File: src/rtl/pipe_hazard_ctrl_if.sv
// Handshake bundle between the fetch/decode front end and the pipeline hazard controller.
// The master side drives the fetched instruction and stage-1 source info; the slave is the controller.
interface pipe_hazard_ctrl_if #(
  parameter int INST_W = 16,
  parameter int STAGES = 4,
  parameter int RA_W   = 3
);
  localparam int SEL_W = $clog2(STAGES + 1);

  logic [INST_W-1:0]        i_inst;
  logic                     i_inst_valid;
  logic [RA_W-1:0]          i_dec_ws;
  logic                     i_dec_we;
  logic                     i_dec_late;
  logic [RA_W-1:0]          i_rs1;
  logic [RA_W-1:0]          i_rs2;
  logic                     i_rs1_use;
  logic                     i_rs2_use;
  logic                     i_flush;

  logic                     o_fetch_en;
  logic                     o_stall;
  logic [SEL_W-1:0]         o_fwd1_sel;
  logic [SEL_W-1:0]         o_fwd2_sel;
  logic [STAGES*INST_W-1:0] o_stage_inst;
  logic [STAGES-1:0]        o_stage_valid;
  logic [RA_W-1:0]          o_wb_ws;
  logic                     o_wb_we;
  logic [15:0]              o_retired;
  logic [15:0]              o_stall_cnt;

  modport master (
    output i_inst, i_inst_valid, i_dec_ws, i_dec_we, i_dec_late,
           i_rs1, i_rs2, i_rs1_use, i_rs2_use, i_flush,
    input  o_fetch_en, o_stall, o_fwd1_sel, o_fwd2_sel, o_stage_inst,
           o_stage_valid, o_wb_ws, o_wb_we, o_retired, o_stall_cnt
  );

  modport slave (
    input  i_inst, i_inst_valid, i_dec_ws, i_dec_we, i_dec_late,
           i_rs1, i_rs2, i_rs1_use, i_rs2_use, i_flush,
    output o_fetch_en, o_stall, o_fwd1_sel, o_fwd2_sel, o_stage_inst,
           o_stage_valid, o_wb_ws, o_wb_we, o_retired, o_stall_cnt
  );
endinterface

File: src/rtl/pipe_hazard_ctrl.sv
// Instruction pipe with RAW hazard detection at register read: forwards from the youngest
// matching stage when its result is ready, otherwise stalls the front; supports branch flush.
module pipe_hazard_ctrl #(
  parameter int INST_W    = 16,
  parameter int STAGES    = 4,
  parameter int RA_W      = 3,
  parameter int READY_STG = 3,
  parameter int FWD_EN    = 1,
  parameter int FLUSH_N   = 2
) (
  input logic               clk,
  input logic               reset,
  pipe_hazard_ctrl_if.slave bus
);
  localparam int SEL_W = $clog2(STAGES + 1);

  // Index k-1 holds stage k, so the packed inst array maps directly onto o_stage_inst.
  logic [STAGES-1:0][INST_W-1:0] inst_q;
  logic [STAGES-1:0][RA_W-1:0]   ws_q;
  logic [STAGES-1:0]             valid_q;
  logic [STAGES-1:0]             we_q;
  logic [STAGES-1:0]             late_q;
  logic [15:0]                   retired_q;
  logic [15:0]                   stall_cnt_q;

  logic [1:0][RA_W-1:0]  rs;
  logic [1:0]            rs_use;
  logic [1:0]            hit;
  logic [1:0]            hit_rdy;
  logic [1:0][SEL_W-1:0] hit_sel;
  logic [1:0]            src_stall;
  logic                  stall;

  assign rs     = {bus.i_rs2, bus.i_rs1};
  assign rs_use = {bus.i_rs2_use, bus.i_rs1_use};

  // Scanning oldest to youngest lets the youngest match overwrite older ones.
  always_comb begin
    hit       = '0;
    hit_rdy   = '0;
    hit_sel   = '0;
    src_stall = '0;
    for (int s = 0; s < 2; s++) begin
      for (int k = STAGES; k >= 2; k--) begin
        if (rs_use[s] && valid_q[0] && valid_q[k-1] && we_q[k-1] && (ws_q[k-1] == rs[s])) begin
          hit[s]     = 1'b1;
          hit_sel[s] = SEL_W'(k);
          hit_rdy[s] = late_q[k-1] ? (k == STAGES) : (k >= READY_STG);
        end
      end
      src_stall[s] = (FWD_EN == 0) ? hit[s] : (hit[s] && !hit_rdy[s]);
    end
  end

  assign stall = |src_stall;

  assign bus.o_stall       = stall;
  assign bus.o_fetch_en    = !stall;
  assign bus.o_fwd1_sel    = stall ? '0 : hit_sel[0];
  assign bus.o_fwd2_sel    = stall ? '0 : hit_sel[1];
  assign bus.o_stage_inst  = inst_q;
  assign bus.o_stage_valid = valid_q;
  assign bus.o_wb_ws       = ws_q[STAGES-1];
  assign bus.o_wb_we       = we_q[STAGES-1] & valid_q[STAGES-1];
  assign bus.o_retired     = retired_q;
  assign bus.o_stall_cnt   = stall_cnt_q;

  // Later assignments override the default shift: flush beats stall, stall beats input.
  always_ff @(posedge clk) begin
    if (reset) begin
      inst_q      <= '0;
      ws_q        <= '0;
      valid_q     <= '0;
      we_q        <= '0;
      late_q      <= '0;
      retired_q   <= '0;
      stall_cnt_q <= '0;
    end else begin
      for (int k = STAGES - 1; k >= 1; k--) begin
        inst_q[k]  <= inst_q[k-1];
        ws_q[k]    <= ws_q[k-1];
        valid_q[k] <= valid_q[k-1];
        we_q[k]    <= we_q[k-1];
        late_q[k]  <= late_q[k-1];
      end
      if (bus.i_flush) begin
        for (int k = 0; k < FLUSH_N; k++) begin
          inst_q[k]  <= '0;
          ws_q[k]    <= '0;
          valid_q[k] <= 1'b0;
          we_q[k]    <= 1'b0;
          late_q[k]  <= 1'b0;
        end
      end else if (stall) begin
        inst_q[1]  <= '0;
        ws_q[1]    <= '0;
        valid_q[1] <= 1'b0;
        we_q[1]    <= 1'b0;
        late_q[1]  <= 1'b0;
      end else begin
        inst_q[0]  <= bus.i_inst;
        ws_q[0]    <= bus.i_dec_ws;
        valid_q[0] <= bus.i_inst_valid;
        we_q[0]    <= bus.i_dec_we;
        late_q[0]  <= bus.i_dec_late;
      end
      if (valid_q[STAGES-1])
        retired_q <= retired_q + 16'd1;
      if (stall && (stall_cnt_q != 16'hFFFF))
        stall_cnt_q <= stall_cnt_q + 16'd1;
    end
  end
endmodule

File: src/flat_wrapper.sv
// flat-port wrapper written by rule: the top's interface ports become plain ports
module pipe_hazard_ctrl_flat 
#(
  parameter int INST_W    = 16,
  parameter int STAGES    = 4,
  parameter int RA_W      = 3,
  parameter int READY_STG = 3,
  parameter int FWD_EN    = 1,
  parameter int FLUSH_N   = 2
)
  (clk, reset, bus_i_inst, bus_i_inst_valid, bus_i_dec_ws, bus_i_dec_we, bus_i_dec_late, bus_i_rs1, bus_i_rs2, bus_i_rs1_use, bus_i_rs2_use, bus_i_flush, bus_o_fetch_en, bus_o_stall, bus_o_fwd1_sel, bus_o_fwd2_sel, bus_o_stage_inst, bus_o_stage_valid, bus_o_wb_ws, bus_o_wb_we, bus_o_retired, bus_o_stall_cnt);
  pipe_hazard_ctrl_if #(.INST_W(INST_W), .STAGES(STAGES), .RA_W(RA_W)) bus_i ();
  input logic clk;
  input logic reset;
  input wire logic [$bits(bus_i.i_inst)-1:0] bus_i_inst;
  input wire logic [$bits(bus_i.i_inst_valid)-1:0] bus_i_inst_valid;
  input wire logic [$bits(bus_i.i_dec_ws)-1:0] bus_i_dec_ws;
  input wire logic [$bits(bus_i.i_dec_we)-1:0] bus_i_dec_we;
  input wire logic [$bits(bus_i.i_dec_late)-1:0] bus_i_dec_late;
  input wire logic [$bits(bus_i.i_rs1)-1:0] bus_i_rs1;
  input wire logic [$bits(bus_i.i_rs2)-1:0] bus_i_rs2;
  input wire logic [$bits(bus_i.i_rs1_use)-1:0] bus_i_rs1_use;
  input wire logic [$bits(bus_i.i_rs2_use)-1:0] bus_i_rs2_use;
  input wire logic [$bits(bus_i.i_flush)-1:0] bus_i_flush;
  output wire logic [$bits(bus_i.o_fetch_en)-1:0] bus_o_fetch_en;
  output wire logic [$bits(bus_i.o_stall)-1:0] bus_o_stall;
  output wire logic [$bits(bus_i.o_fwd1_sel)-1:0] bus_o_fwd1_sel;
  output wire logic [$bits(bus_i.o_fwd2_sel)-1:0] bus_o_fwd2_sel;
  output wire logic [$bits(bus_i.o_stage_inst)-1:0] bus_o_stage_inst;
  output wire logic [$bits(bus_i.o_stage_valid)-1:0] bus_o_stage_valid;
  output wire logic [$bits(bus_i.o_wb_ws)-1:0] bus_o_wb_ws;
  output wire logic [$bits(bus_i.o_wb_we)-1:0] bus_o_wb_we;
  output wire logic [$bits(bus_i.o_retired)-1:0] bus_o_retired;
  output wire logic [$bits(bus_i.o_stall_cnt)-1:0] bus_o_stall_cnt;
  assign bus_i.i_inst = bus_i_inst;
  assign bus_i.i_inst_valid = bus_i_inst_valid;
  assign bus_i.i_dec_ws = bus_i_dec_ws;
  assign bus_i.i_dec_we = bus_i_dec_we;
  assign bus_i.i_dec_late = bus_i_dec_late;
  assign bus_i.i_rs1 = bus_i_rs1;
  assign bus_i.i_rs2 = bus_i_rs2;
  assign bus_i.i_rs1_use = bus_i_rs1_use;
  assign bus_i.i_rs2_use = bus_i_rs2_use;
  assign bus_i.i_flush = bus_i_flush;
  assign bus_o_fetch_en = bus_i.o_fetch_en;
  assign bus_o_stall = bus_i.o_stall;
  assign bus_o_fwd1_sel = bus_i.o_fwd1_sel;
  assign bus_o_fwd2_sel = bus_i.o_fwd2_sel;
  assign bus_o_stage_inst = bus_i.o_stage_inst;
  assign bus_o_stage_valid = bus_i.o_stage_valid;
  assign bus_o_wb_ws = bus_i.o_wb_ws;
  assign bus_o_wb_we = bus_i.o_wb_we;
  assign bus_o_retired = bus_i.o_retired;
  assign bus_o_stall_cnt = bus_i.o_stall_cnt;
  pipe_hazard_ctrl #(.INST_W(INST_W), .STAGES(STAGES), .RA_W(RA_W), .READY_STG(READY_STG), .FWD_EN(FWD_EN), .FLUSH_N(FLUSH_N)) u_core (.clk(clk), .reset(reset), .bus(bus_i));
endmodule
File: config.mk
export PLATFORM = sky130hd
export DESIGN_NAME = pipe_hazard_ctrl_flat
export DESIGN_NICKNAME = d
export VERILOG_FILES = /design/src/rtl/pipe_hazard_ctrl_if.sv /design/src/rtl/pipe_hazard_ctrl.sv /design/src/flat_wrapper.sv
export SDC_FILE = /design/constraint.sdc
export NUM_CORES = 1
export LEC_CHECK = 0
export CORE_MARGIN = 1.5
export CORE_UTILIZATION = 45
export DETAILED_ROUTE_END_ITERATION = 8
export PLACE_DENSITY = 0.79
export SETUP_SLACK_MARGIN = 0.3
export SLEW_MARGIN = 20
export SYNTH_ARGS = -nofsm -noshare
export SYNTH_HDL_FRONTEND = slang
export SYNTH_SLANG_ARGS = --single-unit
File: constraint.sdc
create_clock -name clk -period 2.3 [get_ports clk]
set_input_delay 0.46 -clock clk [delete_from_list [all_inputs] [get_ports clk]]
set_output_delay 0.46 -clock clk [all_outputs]
set_load 0.05 [all_outputs]
Yosys cells after proc, flatten, opt, wreduce, memory -nomap -nowiden:

Cells that the tools add are included.

* input port bits: 33
* register bits: 119
* output and inout port bits: 112
* word-level logic and storage cells: 77

* reduce and logical (&&, ||, !) cells: 29
* muxes and demuxes: 19
* add/sub/neg operators: 2
* bitwise gates (word level): 1
* equality and inequality tests: 7

Operator list (count)
* $add 16x1->16 const B: 2
* $mux 3: 8
* $logic_and 1x1->1: 23
* $eq 3x3->1: 6
* $ne 16x16->1 const B: 1
* $mux 1: 11
* $reduce_or 2->1: 2
* $reduce_or 4->1: 1
* $logic_not 1->1: 3
* $and 1x1->1: 1

Depth between registers and ports, before layout:

* word-level depth: 11
* depth in mapped cells: 8
* gate-level depth less buffers: 7

Worst setup path before layout:

OpenSTA, ideal clock, no wires.

* kind: reg2out
* from: register u_core.valid_q[0] (netlist: u_core.bus.o_stage_valid[0])
* to: output port bus_o_fwd1_sel[0]
* data required time: 1840 ps
* buffers on the path: 1
* stages on the path, launching flop included: 8
* arrival time: 2155 ps
* path slack: -315 ps
* cell sequence: dfxtp_1 nand4_1 or4_4 nand2_1 a2bb2oi_2 inv_2 buf_2 nor2_1

* longest elaborated chain between the ends: 11
* elaborated cells on any way between the ends: 38
* classes of those cells: mux: 13; reduce/logical: 25

RTL lines
* from (decl): RTL line pipe_hazard_ctrl.sv:20 `logic [STAGES-1:0] valid_q;`
* from (signal, indexed assignment): RTL line pipe_hazard_ctrl.sv:82 `valid_q[k] <= valid_q[k-1];`
* from (signal assigned): RTL line pipe_hazard_ctrl.sv:103 `valid_q[0] <= bus.i_inst_valid;`
* $logic_and 1x1->1 (4 in series): RTL line pipe_hazard_ctrl.sv:45 `if (rs_use[s] && valid_q[0] && valid_q[k-1] && we_q[k-1] && (ws_q[k-1] == rs[s])) begin`
* $mux 1 (3 in series): RTL line pipe_hazard_ctrl.sv:45
* $logic_not 1->1: RTL line pipe_hazard_ctrl.sv:51 `src_stall[s] = (FWD_EN == 0) ? hit[s] : (hit[s] && !hit_rdy[s]);`
* $logic_and 1x1->1: RTL line pipe_hazard_ctrl.sv:51
* $reduce_or 2->1 (*): RTL line pipe_hazard_ctrl.sv:55 `assign stall = |src_stall;`
* named net bus_o_stall: RTL line flat_wrapper.sv:26 `output wire logic [$bits(bus_i.o_stall)-1:0] bus_o_stall;`
* $mux 3 (*): RTL line pipe_hazard_ctrl.sv:59 `assign bus.o_fwd1_sel = stall ? '0 : hit_sel[0];`
* to (decl): RTL line flat_wrapper.sv:27 `output wire logic [$bits(bus_i.o_fwd1_sel)-1:0] bus_o_fwd1_sel;`

Mark *: on every way through the listed nets, which the timed path passes. The rest lies on a longest branch.

Final worst setup path:

* from: register u_core.ws_q[6] (netlist bit)
* to: output port bus_o_fwd1_sel[1]

* longest elaborated chain between the ends: 8
* elaborated cells on any way between the ends: 20
* classes of those cells: eq/ne: 2; mux: 11; reduce/logical: 7

RTL lines
* from (decl): RTL line pipe_hazard_ctrl.sv:19 `logic [STAGES-1:0][RA_W-1:0] ws_q;`
* from (signal, indexed assignment): RTL line pipe_hazard_ctrl.sv:81 `ws_q[k] <= ws_q[k-1];`
* $eq 3x3->1: RTL line pipe_hazard_ctrl.sv:45
* $logic_and 1x1->1: RTL line pipe_hazard_ctrl.sv:45
* $mux 1 (2 in series): RTL line pipe_hazard_ctrl.sv:45
* $logic_not 1->1: RTL line pipe_hazard_ctrl.sv:51
* $logic_and 1x1->1: RTL line pipe_hazard_ctrl.sv:51
* $reduce_or 2->1: RTL line pipe_hazard_ctrl.sv:55
* $mux 3 (*): RTL line pipe_hazard_ctrl.sv:59

Mark *: on every way between the ends. The rest lies on a longest branch, timed or not.

==> key figures <==
Run status
  – Outcome: finished, violations left
  – Failing checks: negative setup slack

Timing
  – Rel. slew slack: a little under half
  – Minimum clock period after layout: roughly 2.6 ns
  – Fin. Hold Viols: 0
  – Fmax: 381 MHz
  – Final Cycle Share: 114%
  – Worst setup margin: -0.322 ns
  – Unrepaired setup endpoints after global routing: true
  – Final hold slack: 0.459 ns
  – Measured slew at the worst slew-check pin: between 0.8 and 0.9 ns
  – Max-slew violations: 0
  – Skew final: 0.00935 ns
  – Setup violations, final: 16

Placement
  – Routability-driven placement congestion ratio: 0.910
  – HPWL after DPL: 7630 um
  – Setup WS pre-CTS: -0.575 ns
  – Port Buffers: approximately 140

Global route
  – Initial antenna violation count: 0
  – Vias in the first global route: 3839
  – Total GRT Usage: 24.2%
  – Largest net degree at the start of global routing: between 70 and 80
  – GRT overflow: 0
  – Global-route wire length before repair: 18900 um

Route
  – Residual DRC: 0
  – DR iter-0 viols: 200
  – DR WL/cell: 16.7 um
  – Via count: around 4000
  – Routed WL: 13000 um
  – Vias/cell: 5.11
  – Drt first pass iters: 4
  – Post-route antenna net violation count: 0

Worst hold path
  – Min-Delay Startpoint: u_core.bus.o_stage_inst[46]
  – Cells on Worst Hold Path: 1
  – Min-delay worst type: flop to flop
  – Worst Hold End: u_core.bus.o_stage_inst[62]

Power and ir drop
  – VDD IR max: 0.000537 V
  – Cell area power density: just over 700 nW/um2
  – P_leak: 0.00323 uW

Layout
  – Diode count: 0
  – Share of layout cells above drive strength 1: between 20% and 30%
  – Commonest non-fill, non-tap cells in the layout: 109 x dlygate4sd2_1, 98 x dfxtp_1, 59 x nand2_1
  – Fill count: ~640
  – Nets: 667
  – Area Overhead vs Synth: 62.4%
  – Commonest non-fill, non-tap cell in the layout: dlygate4sd2_1

Synthesis
  – Area contributors post-synth: dfxtp_1 55%, nor2b_1 6.4%, xor2_1 5.9%, nand2_1 5.4%, a21oi_1 3.8%
  – Synthesized flop and latch total: 119
  – Synth Cell Area: 4300 um2
  – Post-synth EDFFs: 0
  – Post-synth top area share: 55.4%
  – Mapped Nets: 487
  – Post-synthesis cell count: between 400 and 500
  – Register area share after synthesis: 55.4%
  – Total number of yosys warnings: 0
  – Biggest area consumer among synthesized cells: dfxtp_1
  – Post-synth cell types: 38
  – Async SR Flop Fraction: 0%
  – Dominant synthesized flop cell: dfxtp_1
  – Mean post-synth cell area: 9.51 um2

Worst setup path
  – Maximum fanout along the worst path: 4
  – R2R cell count: 9
  – Critical Path, Cell by Cell: xor2_1 > or4_4 > nand2_4 > a2bb2oi_4 > inv_2 > buf_6 > nor2_4 > buf_12
  – R2r startpoint: u_core.ws_q[8]
  – Flop2flop setup slack: -0.09 ns
  – RR Endpoint: u_core.bus.o_stall_cnt[11]
  – Critical path data arrival time: 2.16 ns
  – Setup CP Type: flop to output port
  – Worst path slowest cell: or4_4
  – Largest stage delay, worst path: 0.57 ns
  – Worst setup EP type: output port
  – Worst Setup Start Kind: flop
  – Req. time, crit path: 1.84 ns

Floorplan
  – Core box area: 9240 um2
  – Initial core utilization: a little under half
  – Die Ht: between 100 and 150 um
  – Site Rows: 35
  – # IOs: 145
  – Total Die Area: 10100 um2
  – Die X: 101 um

Clocking
  – H-tree Lvls: 4
  – Cts bufs inserted: 17
  – Root Buffer: clkbuf_8
  – Clock latency on the worst-skew pair: roughly 0.52 ns
  – Worst-path clk slew: 0.06 ns
  – Clk sink count: 119
  – Clk buf depth: 2
  – TritonCTS clock tree: done

Flow run
  – Max-cap viol count: 0
-- metrics by stage --
step	area (um2)	setup TNS, ns	std cells	power [uW]	utilization, %
after floorplan	4420	0	452	2290	-
after global placement	6140	-26.21	725	2410	66.4
after detailed placement	6140	-29.17	725	2410	66.4
after CTS	6810	-2.80	768	4920	73.7
after global routing	6980	-4.05	774	5090	75.5
final	6980	-2.77	774	4930	75.5
-- logic make-up after synthesis --
logic type	count (synthesis)	synth area share, %
AO/OA/AOI/OAI	55	7.69
adder cells (fa/ha/maj)	2	0.582
buffers and inverters	27	2.79
flip-flops	119	55.4
multiplexers	3	0.728
XOR/XNOR	32	6.52
AND/OR/NAND/NOR	214	26.3
-- cell usage after synthesis (2+ instances only) --
library cell	n
or3_1	5
or4b_1	2
nor4_1	4
xnor2_1	3
mux2i_1	2
o41ai_1	3
and2_1	24
clkbuf_1	15
and4_1	3
dfxtp_1	119
buf_4	4
nor2_1	32
o21ai_0	11
or4_1	3
nor2b_1	44
or2_2	5
or4_4	2
xor2_1	29
nand3_1	10
a21oi_1	33
nand4_1	10
buf_2	3
nand2_1	62
ha_1	2
inv_1	4
and3_1	5
a311oi_1	2
-- layout make-up --
cell class | count | area [um2] | area share, %
Multi-Input combinational cell | 308 | 2030 | 29.1
Clock inverter | 15 | 169 | 2.42
Inverter | 5 | 18.8 | 0.269
Timing Repair Buffer | 181 | 1770 | 25.3
Clock buffer | 17 | 414 | 5.93
Sequential cell | 119 | 2420 | 34.7
Tap cell | 129 | 161 | 2.31
-- how the worst max path moves through the flow --
stage	from	endpoint	slack (ns)	depth (start not counted)
after floorplan	bus_i_rs1[2]	bus_o_fwd1_sel[0]	0.12	7
after global placement	bus_i_rs2[1]	u_core.bus.o_stage_inst[24]	-0.50	8
after detailed placement	bus_i_rs1[1]	u_core.bus.o_stage_inst[28]	-0.57	8
after CTS	u_core.ws_q[8]	bus_o_fwd2_sel[2]	-0.31	7
after global routing	u_core.ws_q[3]	bus_o_fwd1_sel[1]	-0.42	8
final	u_core.ws_q[6]	bus_o_fwd1_sel[1]	-0.32	8
-- worst max-delay path: cells and delay by family, from the launching register on --
family / cells / cell delay [ns]
AOI/OAI and AO/OA: 1 / 0.07
xor gates and xnor gates: 1 / 0.14
buffers and inverters: 3 / 0.39
DFF: 1 / 0.34
and+or+nand+nor: 3 / 0.72
-- per-layer routing --
layer / track usage [%] / vias up / share of wire [%]
li1: - / 1871 / -
met1: 26.9 / 1880 / 39
met2: 42.6 / 171 / 51
met3: 7.00 / 30 / 7.3
met4: 11.4 / 0 / 2.9
met5: 0 / - / 0
-- flip-flops by register name (all words and copies together), names as in the netlist --
signal,count
u_core.bus.o_stage_inst,64
u_core.bus.o_retired,16
u_core.bus.o_stall_cnt,16
u_core.ws_q,9
u_core.bus.o_stage_valid,4
u_core.we_q,4
u_core.bus.o_wb_ws,3
u_core.late_q,3
-- repair_timing --
item,4_1_cts,5_1_grt
pin swaps,19,9
gates resized for setup,150,27
hold buffers,0,0
setup buffers,9,5
endpoints found under the setup margin,168,67
cloned,2,1
-- report_power, final --
group          switching [uW]  internal, uW  total [uW]
combinational             166          96.3         263
clock                    1000          1560        2560
sequential               18.5          2090        2100
total                    1190          3740        4930
Note: power is estimated with default switching activity, not from simulation.
